## config.mk

```make
export PLATFORM = sky130hd
export DESIGN_NAME = sym_dn_lut_load_ctrl
export DESIGN_NICKNAME = d
export VERILOG_FILES = /design/src/rtl/sym_dn_lut_pkg.sv /design/src/rtl/sym_dn_lut_port_arb.sv /design/src/rtl/sym_dn_lut_load_ctrl.sv
export SDC_FILE = /design/constraint.sdc
export NUM_CORES = 1
export LEC_CHECK = 0
export BUFFER_PORTS_ARGS = -buffer_cell sky130_fd_sc_hd__buf_2
export CAP_MARGIN = 10
export CORE_AREA = 2 2 39 41
export CTS_CLUSTER_DIAMETER = 120
export DETAILED_ROUTE_END_ITERATION = 10
export DIE_AREA = 0 0 41 43
export HOLD_SLACK_MARGIN = 0.06
export PLACE_DENSITY = 0.69
export SLEW_MARGIN = 20
export SYNTH_ARGS = -nofsm -noshare
export SYNTH_HDL_FRONTEND = slang
export SYNTH_HIERARCHICAL = 1
export SYNTH_SLANG_ARGS = --single-unit
export TNS_END_PERCENT = 50
```

## constraint.sdc

```tcl
create_clock -name write_clk -period 2.8 [get_ports write_clk]
set_input_delay 0 -clock write_clk [delete_from_list [all_inputs] [get_ports write_clk]]
set_output_delay 0 -clock write_clk [all_outputs]
set_load 0.03 [all_outputs]
```

## src/rtl/sym_dn_lut_pkg.sv

```systemverilog
// Shared types and default sizes for the dn symbol-LUT reload path.
// Latency: none (declarations only).
// Backpressure: n/a.
package sym_dn_lut_pkg;

    localparam int ADDR_W_DEF = 7;
    localparam int DEPTH_DEF  = 128;
    localparam int PLANES_DEF = 4;

    typedef enum logic [1:0] {
        IDLE,
        LOAD,
        DONE,
        VERIFY
    } state_t;

endpackage

```

## src/rtl/sym_dn_lut_port_arb.sv

```systemverilog
// Read/write-port arbiter: decoder reads win, stream writes take the idle slots.
// Latency: purely combinational.
// Backpressure: s_ready drops whenever the decoder holds the port or no load is running.
module sym_dn_lut_port_arb (
    input  logic in_load,
    input  logic s_valid,
    input  logic rd1_req,
    output logic rd1_gnt,
    output logic s_ready,
    output logic lut_we
);

    always_comb begin
        rd1_gnt = rd1_req;
        s_ready = in_load & ~rd1_req;
        lut_we  = s_ready & s_valid;
    end

    // The LUT data output is undriven during a write, so a granted read must never overlap one.
    always_comb begin
        assert (!(lut_we && rd1_gnt));
    end

endmodule

```

## src/rtl/sym_dn_lut_load_ctrl.sv

```systemverilog
// Reload sequencer for the PLANES x DEPTH dn symbol LUTs; optional readback via SYM_DN_LUT_LOAD_READBACK_EN.
// Latency: 1 + DEPTH + 1 cycles start-to-done unstalled (plus DEPTH + 1 with readback verify).
// Backpressure: s_ready = LOAD & !rd1_req; decoder reads are never blocked.
module sym_dn_lut_load_ctrl
    import sym_dn_lut_pkg::*;
#(
    parameter int ADDR_W = ADDR_W_DEF,
    parameter int DEPTH  = DEPTH_DEF,
    parameter int PLANES = PLANES_DEF
) (
    input  logic              write_clk,
    input  logic              rst,
    input  logic              load_start,
    output logic              load_busy,
    output logic              load_done,
    input  logic [PLANES-1:0] s_data,
    input  logic              s_valid,
    output logic              s_ready,
    input  logic              rd1_req,
    output logic              rd1_gnt,
    output logic              lut_we,
    output logic [ADDR_W-1:0] lut_waddr,
    output logic [PLANES-1:0] lut_wdata,
`ifdef SYM_DN_LUT_LOAD_READBACK_EN
    output logic [ADDR_W-1:0] rb_addr,
    input  logic [PLANES-1:0] rb_data,
`endif
    output logic              load_err
);

    localparam logic [ADDR_W-1:0] LAST = ADDR_W'(DEPTH - 1);

    state_t            state_q, state_nxt;
    logic [ADDR_W-1:0] addr_q;
    logic              start_acc;

    sym_dn_lut_port_arb u_arb (
        .in_load (state_q == LOAD),
        .s_valid (s_valid),
        .rd1_req (rd1_req),
        .rd1_gnt (rd1_gnt),
        .s_ready (s_ready),
        .lut_we  (lut_we)
    );

    assign start_acc = (state_q == IDLE) && load_start;
    assign lut_waddr = addr_q;
    assign lut_wdata = lut_we ? s_data : '0;

`ifdef SYM_DN_LUT_LOAD_READBACK_EN
    logic [ADDR_W-1:0] vaddr_q;
    logic [ADDR_W-1:0] cmp_addr_q;
    logic [PLANES-1:0] rb_q;
    logic              cmp_vld_q;
    logic              err_q;
    logic [PLANES-1:0] shadow [DEPTH];
`endif

    always_comb begin
        state_nxt = state_q;
        case (state_q)
            IDLE: if (load_start) state_nxt = LOAD;
            LOAD: begin
                if (lut_we && (addr_q == LAST)) begin
`ifdef SYM_DN_LUT_LOAD_READBACK_EN
                    state_nxt = VERIFY;
`else
                    state_nxt = DONE;
`endif
                end
            end
`ifdef SYM_DN_LUT_LOAD_READBACK_EN
            VERIFY: if (vaddr_q == LAST) state_nxt = DONE;
`endif
            DONE:    state_nxt = IDLE;
            default: state_nxt = IDLE;
        endcase
    end

    always_ff @(posedge write_clk) begin
        if (rst) begin
            state_q   <= IDLE;
            addr_q    <= '0;
            load_busy <= 1'b0;
            load_done <= 1'b0;
        end else begin
            state_q <= state_nxt;
            if (start_acc) begin
                addr_q <= '0;
            end else if (lut_we) begin
                addr_q <= addr_q + 1'b1;
            end
`ifdef SYM_DN_LUT_LOAD_READBACK_EN
            // DONE is the drain cycle for the last compare; the pulse lands one cycle later.
            load_busy <= (state_nxt != IDLE);
            load_done <= (state_q == DONE);
`else
            load_busy <= (state_nxt == LOAD);
            load_done <= (state_nxt == DONE);
`endif
        end
    end

`ifdef SYM_DN_LUT_LOAD_READBACK_EN
    assign rb_addr  = vaddr_q;
    assign load_err = err_q;

    always_ff @(posedge write_clk) begin
        if (lut_we) begin
            shadow[addr_q] <= s_data;
        end
    end

    // DPO data is registered before the compare, so each check trails its address by a cycle.
    always_ff @(posedge write_clk) begin
        if (rst) begin
            vaddr_q    <= '0;
            cmp_addr_q <= '0;
            rb_q       <= '0;
            cmp_vld_q  <= 1'b0;
            err_q      <= 1'b0;
        end else begin
            if (state_q == VERIFY) begin
                vaddr_q <= vaddr_q + 1'b1;
            end else begin
                vaddr_q <= '0;
            end
            cmp_vld_q  <= (state_q == VERIFY);
            cmp_addr_q <= vaddr_q;
            rb_q       <= rb_data;
            if (start_acc) begin
                err_q <= 1'b0;
            end else if (cmp_vld_q && (rb_q != shadow[cmp_addr_q])) begin
                err_q <= 1'b1;
            end
        end
    end
`else
    assign load_err = 1'b0;
`endif

endmodule

```

Yosys cells after proc, flatten, opt, wreduce, memory -nomap -nowiden. Index checks and enable logic that the tools add are counted.

Register bits after elaboration: 11. Latch bits: 0. Memory bits (writable): 0. Memory bits (read-only): 0. Input port bits: 9. Output and inout port bits: 17. Logic and storage cells: 20. Memories: 0.

Add/sub/neg operators: 1. Multipliers: 0. Div/mod/pow operators: 0. $lt $le $gt $ge: 0. Eq/ne operators: 4. Shifts and indexed selects: 0. Multiplexer cells: 4. Bitwise operators: 3. Reductions and logical operators: 4.

Operators with widths (number): $add A7 B1 Y7 const B (1); $eq A7 B7 Y1 const B (1); $eq A2 B1 Y1 const B (2); $mux W2 (2); $mux W4 (1); $pmux W2 S2 (1); $and A1 B1 Y1 (2); $eq A2 B2 Y1 const B (1); $logic_and A1 B1 Y1 (2); $logic_not A2 Y1 (1); $reduce_or A2 Y1 (1); $not A1 Y1 (1).

Logic depth before layout (Yosys ltp). Gate-level depths: netlist (run 1).

Word-level depth: 7. Mapped depth: 6. Depth with buffers taken out: 5.

Cells and area by module. The synthesis (run 1) kept the hierarchy.

Modules (own cells, without submodules): sym_dn_lut_load_ctrl (times used 1, cells an instance 51, area an instance 484.2 µm², sequential area each 220.2 µm²); sym_dn_lut_port_arb (times used 1, cells an instance 3, area an instance 22.5 µm², sequential area each 0.0 µm²).

Worst setup path after synthesis (run 1). Ideal clock, no wire load.

Path kind: register to register. From: register state_q[0]. To: register addr_q[5], in the netlist lut_waddr[5]. Library setup time: 70 ps. Data arrival time: 1620 ps. Data required time: 2730 ps. Path slack: 1110 ps. Stages on the path, launching flop included: 7. Path through: dfxtp_1 > nor2b_1 > and3b_1 > buf_6 > nand4_4 > or3_1 > a21oi_1.

Cells in the longest elaborated chain, start to end: 3. Elaborated cells on any way between the ends: 6. Those cells by class: eq/ne (1); bitwise (2); reduce/logical (3).

RTL lines: from (decl) (line sym_dn_lut_load_ctrl.sv:33) `state_t state_q, state_nxt;`; from (signal assigned) (line sym_dn_lut_load_ctrl.sv:87) `state_q <= state_nxt;`; $eq A2 B1 Y1 (line sym_dn_lut_load_ctrl.sv:38) `.in_load (state_q == LOAD),`; $and A1 B1 Y1 (line sym_dn_lut_port_arb.sv:15) `s_ready = in_load & ~rd1_req;`; $and A1 B1 Y1 (line sym_dn_lut_port_arb.sv:16) `lut_we = s_ready & s_valid;`; named net lut_we (line sym_dn_lut_load_ctrl.sv:21) `output logic lut_we,`; to (signal assigned) (line sym_dn_lut_load_ctrl.sv:91) `addr_q <= addr_q + 1'b1;`; to (decl) (line sym_dn_lut_load_ctrl.sv:34) `logic [ADDR_W-1:0] addr_q;`.

The timed path passes the listed nets, and every way through them passes these cells. A chain may end at the register's enable or synchronous reset.

Worst setup path after layout (run 1).
From: register state_q[0]. To: register addr_q[5], in the netlist lut_waddr[5].

Cells in the longest elaborated chain, start to end: 3. Elaborated cells on any way between the ends: 6. Those cells by class: eq/ne (1); bitwise (2); reduce/logical (3).

RTL lines (line): $eq A2 B1 Y1 / $logic_not A2 Y1 (equally long branches) (sym_dn_lut_load_ctrl.sv:38, sym_dn_lut_load_ctrl.sv:46); $and A1 B1 Y1 / $logic_and A1 B1 Y1 (equally long branches) (sym_dn_lut_port_arb.sv:15, sym_dn_lut_load_ctrl.sv:46); $and A1 B1 Y1 / $reduce_or A2 Y1 (equally long branches).

Parallel ways exist; a longest one is shown, timed or not.

==> results_dict.tcl, run 1 <==
set metrics [dict create \
    reg2reg_from "state_q[0]" \
    fp.dieArea_mm2 0.00176 \
    antenna_left 0 \
    area_growth_pct 29.6 \
    num_vias 437 \
    synth-seq-area-share_pct 43.5 \
    powerDensity_mw_per_mm2 459 \
    path_cells "nor2b_1, and3b_1, nand4_4, or3_1, a21oi_1" \
    ys_types 22 \
    ys_top_cells_by_area "dfxtp_1, nor2_1, xor2_1, and2_1, nand4_4" \
    setup_viol 0 \
    clock_skew_ns 0.00276 \
    hold_end "state_q[0]" \
    antenna_cells 0 \
    synth_warnings 6 \
    post-route-min-period_ns 1.72 \
    clk-insertion-delay-late_ns 0.26 \
    cts_tree "done" \
    max_stage_delay_ns 0.45 \
    synth_edf_count 0 \
    cp_slowest_cell "and3b_1" \
    endpoint_kind "register" \
    critPathRequiredTime_ns 3.00 \
    die_y_um 43 \
    rr_endpoint "lut_waddr[5]" \
    avgSynthCellArea_um2 9.38 \
    worstHoldStart "load_start" \
    grt_start_max_net_pins 12 \
    grtUsageTotal_pct 13.1 \
    viasPerCell 4.55 \
    start_kind "register" \
    crit_path_start "state_q[0]" \
    yosys.area.top_type "dfxtp_1" \
    drv_cap 0 \
    grt_pass1_wl_um 1550 \
    yosys-top-cells-count "dfxtp_1, nor2_1, and2_1" \
    rows 14 \
    cts_resized 0 \
    grt_setup_unrepaired "false" \
    boundaryPins 26 \
    hold_violations 0 \
    synth_flop_cell "dfxtp_1" \
    core_mm2 0.00138 \
    first_iter_violations 4 \
    portBuffers 24 \
    start_util_pct 36.6 \
    overflow 0 \
    worst_hold_slack_ns 0.0924 \
    cts_max_path_buffers 2 \
    fillCellCount 127 \
    cts_made_buffers 3 \
    synth_top_area_share_pct 43.5 \
    reg2reg_depth 5 \
    irDropWorstVdd_mv 0.283 \
    tns_ns 0 \
    hp-class "in2reg" \
    final_max_slew_viol_count 0 \
    drtPass1Iterations 2 \
    arrival_ns 1.92 \
    drt_wl_total_um 938 \
    postCtsSetupRepairBufs 0 \
    drive_gt1_share_pct 36.3 \
    cp_max_fo 11 \
    path_class "reg2reg" \
    fmax_ghz 0.581 \
    die_width_um 41 \
    root_buffer "clkbuf_4" \
    leakagePower_nw 0.325 \
    antenna_found_initial 0 \
    syn_area_um2 507 \
    htreeDepth 1 \
    hold_depth 3 \
    grt_pass1_vias 378 \
    min_period_over_period_pct 61.4 \
    reg2reg_slack_ns 1.08 \
    gp_congestion 0.634 \
    drc 0 \
    status "completed" \
    yosysMostFrequentCell "dfxtp_1" \
    syn_inst 54 \
    ys_seq_elements 11 \
    synth_nets 64 \
    clk_transition_reported_paths_ns 0.07 \
    nets 91 \
    ctsHoldBuffers 1 \
    wl_per_cell_um 9.77 \
    postSynth.asyncResetShare_pct 0 \
    clock_sinks 11 \
]
-- worst max-delay path by stage --
| stage | end | slack [ns] | cells after the start |
|---|---|---|---|
| floorplan | lut_waddr[5] | 1.11 | 6 |
| global placement | lut_waddr[5] | 1.15 | 5 |
| detailed placement | lut_waddr[5] | 1.12 | 5 |
| CTS | lut_waddr[5] | 1.09 | 5 |
| global route | lut_waddr[5] | 0.97 | 5 |
| finish | lut_waddr[5] | 1.08 | 5 |
-- per-layer routing --
metal	GRT usage, %	wire length, um
met4	6.00	11
met3	7.85	78
met2	17.8	394
met1	15.9	454
met5	0	0
-- cells in the final DEF (no fill, tap or decap) --
master and count:
clkbuf_4 3, buf_2 24, nand4_4 1, nand2_2 1, nor2b_1 2, mux2i_1 1
nand2_1 2, dlygate4sd3_1 1, nand4_1 2, ha_1 1, a21o_1 1, dfxtp_1 11
nor2_1 8, xor2_1 3, a21oi_1 2, and4_1 2, o21ai_0 3, and2_1 4
clkbuf_1 1, and3b_1 1, conb_1 1, a31oi_1 2, or3_1 2, xnor2_1 1
-- cells by family after synthesis --
group / count (synthesis) / share of synthesized area (%)
AND/OR/NAND/NOR: 25 / 30.4
other: 1 / 0.740
multiplexers: 1 / 1.98
buffers and inverters: 3 / 5.18
adder cells (fa/ha/maj): 1 / 2.47
AO/OA/AOI/OAI: 8 / 8.89
XOR/XNOR: 4 / 6.91
flip-flops: 11 / 43.5
-- final cells by class --
| type | instances | area [um^2] | area share [%] |
|---|---|---|---|
| Clock buffer | 4 | 26.3 | 4.00 |
| Multi-Input combinational cell | 40 | 260 | 39.6 |
| Sequential cell | 11 | 220 | 33.5 |
| Tap cell | 16 | 20.0 | 3.05 |
| Timing Repair Buffer | 25 | 130 | 19.8 |
-- worst max-delay path, delay by kind of cell, from the launching register on --
kind               cells  cell delay [ns]
and+or+nand+nor        4             1.10
AOI/OAI and AO/OA      1             0.14
DFF                    1             0.40
-- through the flow --
step                      util [%]  cells  setup slack [ns]  total power, mW  instance area, um^2
final                         47.5     96              1.08            0.302                  657
after global placement        44.8     91              1.15            0.197                  621
after CTS                     47.5     96              1.09            0.306                  657
after floorplan                  -     54              1.11            0.189                  507
after global routing          47.5     96             0.972            0.320                  657
after detailed placement      44.8     91              1.12            0.198                  621
-- power by group --
group / switching (mW) / internal [mW]
logic: 0.0213 / 0.0125
clock network: 0.0517 / 0.0551
registers: 0.00225 / 0.159
total: 0.0753 / 0.226
-- sequential cells by signal, summed over array words and instances, names as in the netlist --
name / cells
lut_waddr: 7
load_done: 1
load_busy: 1
state_q: 2
No activity file was read; power rests on OpenSTA's default activity.
==> run 2, diff against run 1 <==
- CORE_AREA: 2 2 39 41 -> default
- CORE_UTILIZATION: default -> 38
- DIE_AREA: 0 0 41 43 -> default
- PLACE_DENSITY: 0.69 -> 0.72
- clock period: 2.8 -> 1.51 ns (I/O delays scaled with it)
==> run 2 against run 1 <==
  * Sequential share of layout area shrank 0.62 points
  * Routed wire length is 14% higher
  * Flip-flop and latch count stayed put
  * Final cell count decreased by 1.0%
  * Total power up 88%
==> results_dict.tcl, run 2 (synthesis results as in run 1) <==
set metrics [dict create \
    status "completed" \
    area_growth_pct 34.3 \
    htreeDepth 1 \
    layoutNonFillerInstCount 95 \
    cts_made_buffers 3 \
    grt_pass1_wl_um 1600 \
    cts_tree "done" \
    leakagePower_nw 0.337 \
    antenna_cells 0 \
    num_vias 459 \
    p_int_mw 0.422 \
    clk_transition_reported_paths_ns 0.07 \
    drive_gt1_share_pct 44.4 \
    overflow 0 \
    ctsHoldBuffers 0 \
    sw_frac_of_total_pct 25.6 \
    hp-class "in2reg" \
    setup_slack_ns 0.0668 \
    max_stage_delay_ns 0.37 \
    path_cells "nor2b_4, and3b_2, nand4_4, or3_4, a21oi_2" \
    grt_start_max_net_pins 9 \
    layout.cells.most_common "buf_2" \
    boundaryPins 26 \
    powerDensity_mw_per_mm2 833 \
    antenna_found_initial 0 \
    cp_slowest_cell "dfxtp_4" \
    post-route-min-period_ns 1.44 \
    hold_violations 0 \
    clock_sinks 11 \
    arrival_ns 1.66 \
    die_width_um 38.5 \
    gp_congestion 0.714 \
    endpoint_kind "register" \
    postCtsSetupRepairBufs 0 \
    crit_family "simple AND/OR/NAND/NOR gates" \
    nets 92 \
    drc 0 \
    power_frac_comb_pct 11.8 \
    start_kind "register" \
    min_period_over_period_pct 95.6 \
    pre_cts_ws_ns 0.0642 \
    setup_viol 0 \
    clock_skew_ns 0.00977 \
    critPathRequiredTime_ns 1.72 \
    mostFrequentLayoutCells "buf_2, dfxtp_1, nor2_1, and2_1" \
    fp.dieArea_mm2 0.00148 \
    portBuffers 24 \
    clk-insertion-delay-late_ns 0.27 \
    fmax_ghz 0.693 \
    clock_power_share_pct 35.7 \
    final_max_slew_viol_count 0 \
    tns_ns 0 \
    cts_resized 0 \
    p_seq_share_pct 52.5 \
    path_class "reg2reg" \
    worst-path-buf-inv 0 \
    worst_hold_slack_ns 0.0657 \
    viasPerCell 4.83 \
    cp_max_fo 8 \
    final_util_pct 58.1 \
    largest_reg_flops 7 \
    grt_setup_unrepaired "true" \
    drt_wl_total_um 1070 \
    irDropWorstVdd_mv 0.470 \
    cts_max_path_buffers 2 \
    antenna_left 0 \
    root_buffer "clkbuf_4" \
    start_util_pct 43.3 \
    grt_pass1_vias 366 \
    core_mm2 0.00117 \
    die_y_um 38.5 \
    dp_cells 91 \
    p_sw_mw 0.145 \
    first_iter_violations 4 \
    grtUsageTotal_pct 16.6 \
    wl_per_cell_um 11.2 \
    drtPass1Iterations 4 \
    rows 12 \
    drv_cap 0 \
]
==> run 2: routing by layer <==
metal	track usage, %	part of all wire (%)	up-vias	routed length, um
met5	0	0	-	0
met1	19.0	45	210	485
li1	-	-	236	-
met2	25.0	48	13	508
met3	10.5	6.9	0	74
met4	5.17	0	0	0
==> run 2: metrics by stage <==
step | cell area, um^2 | power, mW
3_3_place_gp | 636 | 0.369
2_1_floorplan | 509 | 0.351
6_report | 681 | 0.567
4_1_cts | 662 | 0.570
3_5_place_dp | 636 | 0.370
5_1_grt | 681 | 0.592
==> run 2: worst min-delay path: stages <==
cell and delay [ns]:
buf_2 0.09, nor2_1 0.05, o21ai_0 0.11, a31oi_1 0.05
==> run 2: final cells by class <==
| class | instances | area (um^2) |
|---|---|---|
| clock buffer | 4 | 26.3 |
| fill | 115 | 490 |
| multi-input combinational | 40 | 278 |
| sequential | 11 | 224 |
| tap | 14 | 17.5 |
| timing repair buffer | 26 | 135 |
==> run 2: worst paths after layout <==
| kind | startpoint | end | slack, ns | cells after the start |
|---|---|---|---|---|
| min | rst | state_q[0] | 0.07 | 4 |
| max | state_q[0] | lut_waddr[5] | 0.07 | 5 |
| min reg2reg | state_q[0] | state_q[0] | 0.49 | 1 |
| max reg2reg | state_q[0] | lut_waddr[5] | 0.07 | 5 |
==> run 2: power by group through the flow <==
stage / Sequential [mW] / Clock (mW) / Combinational (mW)
final: 0.298 / 0.202 / 0.0670
after global routing: 0.299 / 0.221 / 0.0725
after CTS: 0.298 / 0.206 / 0.0651
after detailed placement: 0.305 / 0 / 0.0651
after global placement: 0.305 / 0 / 0.0645
after floorplan: 0.311 / 0 / 0.0398
==> run 3, diff against run 2 <==
- CORE_AREA: default -> 2 2 39 41
- CORE_UTILIZATION: 38 -> default
- CTS_BUF_LIST: default -> sky130_fd_sc_hd__clkbuf_4 sky130_fd_sc_hd__clkbuf_8
- DIE_AREA: default -> 0 0 41 43
==> run 3 against run 2 <==
  * Flip-flop and latch count stayed put
  * Routed wire length is 5.1% lower
  * Total power is 2.8% higher
  * Final area is 0.37% lower
  * Largest power group unchanged
==> results_dict.tcl, run 3 (synthesis results as in run 1) <==
set metrics [dict create \
    fin_area_um2 678 \
    drt_wl_total_um 1010 \
    final_util_pct 49.0 \
    pre_cts_ws_ns 0.0668 \
    fp.dieArea_mm2 0.00176 \
    min_period_over_period_pct 95.2 \
    setup_viol 0 \
    drtPass1Iterations 4 \
    dp_cells 93 \
    wl_per_cell_um 10.5 \
    start_kind "register" \
    hold_violations 0 \
    start_util_pct 36.6 \
    hp-class "in2reg" \
    postPlaceCellArea_um2 638 \
    drive_gt1_share_pct 43.2 \
    mostFrequentLayoutCells "buf_2, dfxtp_1, nor2_1, and2_1, clkbuf_4" \
    drv_cap 0 \
    setup_slack_ns 0.0719 \
    drc 0 \
    grt_pass1_vias 360 \
    cts_made_buffers 3 \
    antenna_left 0 \
    gp_congestion 0.678 \
    status "completed" \
    overflow 0 \
    first_iter_violations 1 \
    portBuffers 24 \
    num_vias 454 \
    grtUsageTotal_pct 13.1 \
    critPathRequiredTime_ns 1.71 \
    final_max_slew_viol_count 0 \
    clk_transition_reported_paths_ns 0.07 \
    leakagePower_nw 0.339 \
    ctsHoldBuffers 0 \
    area_growth_pct 33.8 \
    cts_max_path_buffers 2 \
    grt_setup_unrepaired "false" \
    core_mm2 0.00138 \
    arrival_ns 1.64 \
    antenna_found_initial 0 \
    viasPerCell 4.68 \
    largest_reg_flops 7 \
    grt_pass1_wl_um 1510 \
    clk-insertion-delay-late_ns 0.27 \
    path_class "reg2reg" \
    fmax_ghz 0.695 \
    nets 92 \
    powerDensity_mw_per_mm2 859 \
    total_power_mw 0.583 \
    boundaryPins 26 \
    root_buffer "clkbuf_4" \
    grt_start_max_net_pins 9 \
    clock_skew_ns 0.00145 \
    antenna_cells 0 \
    layoutNonFillerInstCount 97 \
    die_y_um 43 \
    die_width_um 41 \
    fillCellCount 140 \
    rows 14 \
    post-route-min-period_ns 1.44 \
    cts_tree "done" \
    endpoint_kind "register" \
    layout.cells.most_common "buf_2" \
    irDropWorstVdd_mv 0.343 \
    htreeDepth 1 \
    cp_max_fo 8 \
    clock_sinks 11 \
    place_hpwl_um 762 \
]
## run 3: cell count changes in the layout (fill, tap and decap cells not counted)
cell      previous run  this run
clkbuf_1             1         0
or3_1                1         2
a21oi_2              1         0
or3_4                1         0
clkbuf_4             3         4
a21oi_1              1         2
## run 3: final timing paths
path | cells past startpoint | endpoint | slack, ns | startpoint
worst min-delay path | 4 | state_q[0] | 0.07 | rst
worst max register to register | 5 | lut_waddr[5] | 0.07 | state_q[0]
worst max-delay path | 5 | lut_waddr[5] | 0.07 | state_q[0]
worst min register to register | 1 | state_q[0] | 0.49 | state_q[0]
## run 3: repair_timing
action | CTS | global route
gates resized for setup | 0 | 2
buffers inserted | 0 | 0
endpoints found under the setup margin | 0 | 1
## run 3: worst max-delay path, stage by stage (launching register included)
cell and delay [ns]:
dfxtp_4 0.37, nor2b_4 0.13, and3b_2 0.29, nand4_4 0.13, or3_1 0.32, a21oi_1 0.13
## run 3: through the flow
step	setup TNS (ns)	hold slack, ns
after floorplan	-0.0339	0.110
after global placement	0	0.275
after detailed placement	0	0.277
after CTS	0	0.0623
after global routing	0	0.0917
final	0	0.0686
## run 3: layout make-up
cell class	instances	area [um^2]	share of cell area, %
multi-input combinational	40	269	39.7
timing repair buffer	26	135	19.9
sequential	11	224	33.0
tap	16	20.0	2.95
clock buffer	4	30.0	4.43
## run 3: per-layer routing
layer	vias up	track usage, %	share of wire, %
met2	16	18.1	47
met4	0	4.00	1.1
li1	238	-	-
met3	3	9.42	8.5
met1	197	15.6	44
met5	-	0	0
## run 3: power by group
part	total (mW)	switching [mW]	internal, mW
sequential	0.298	0.00372	0.294
combinational	0.0661	0.0406	0.0255
clock	0.219	0.0985	0.120
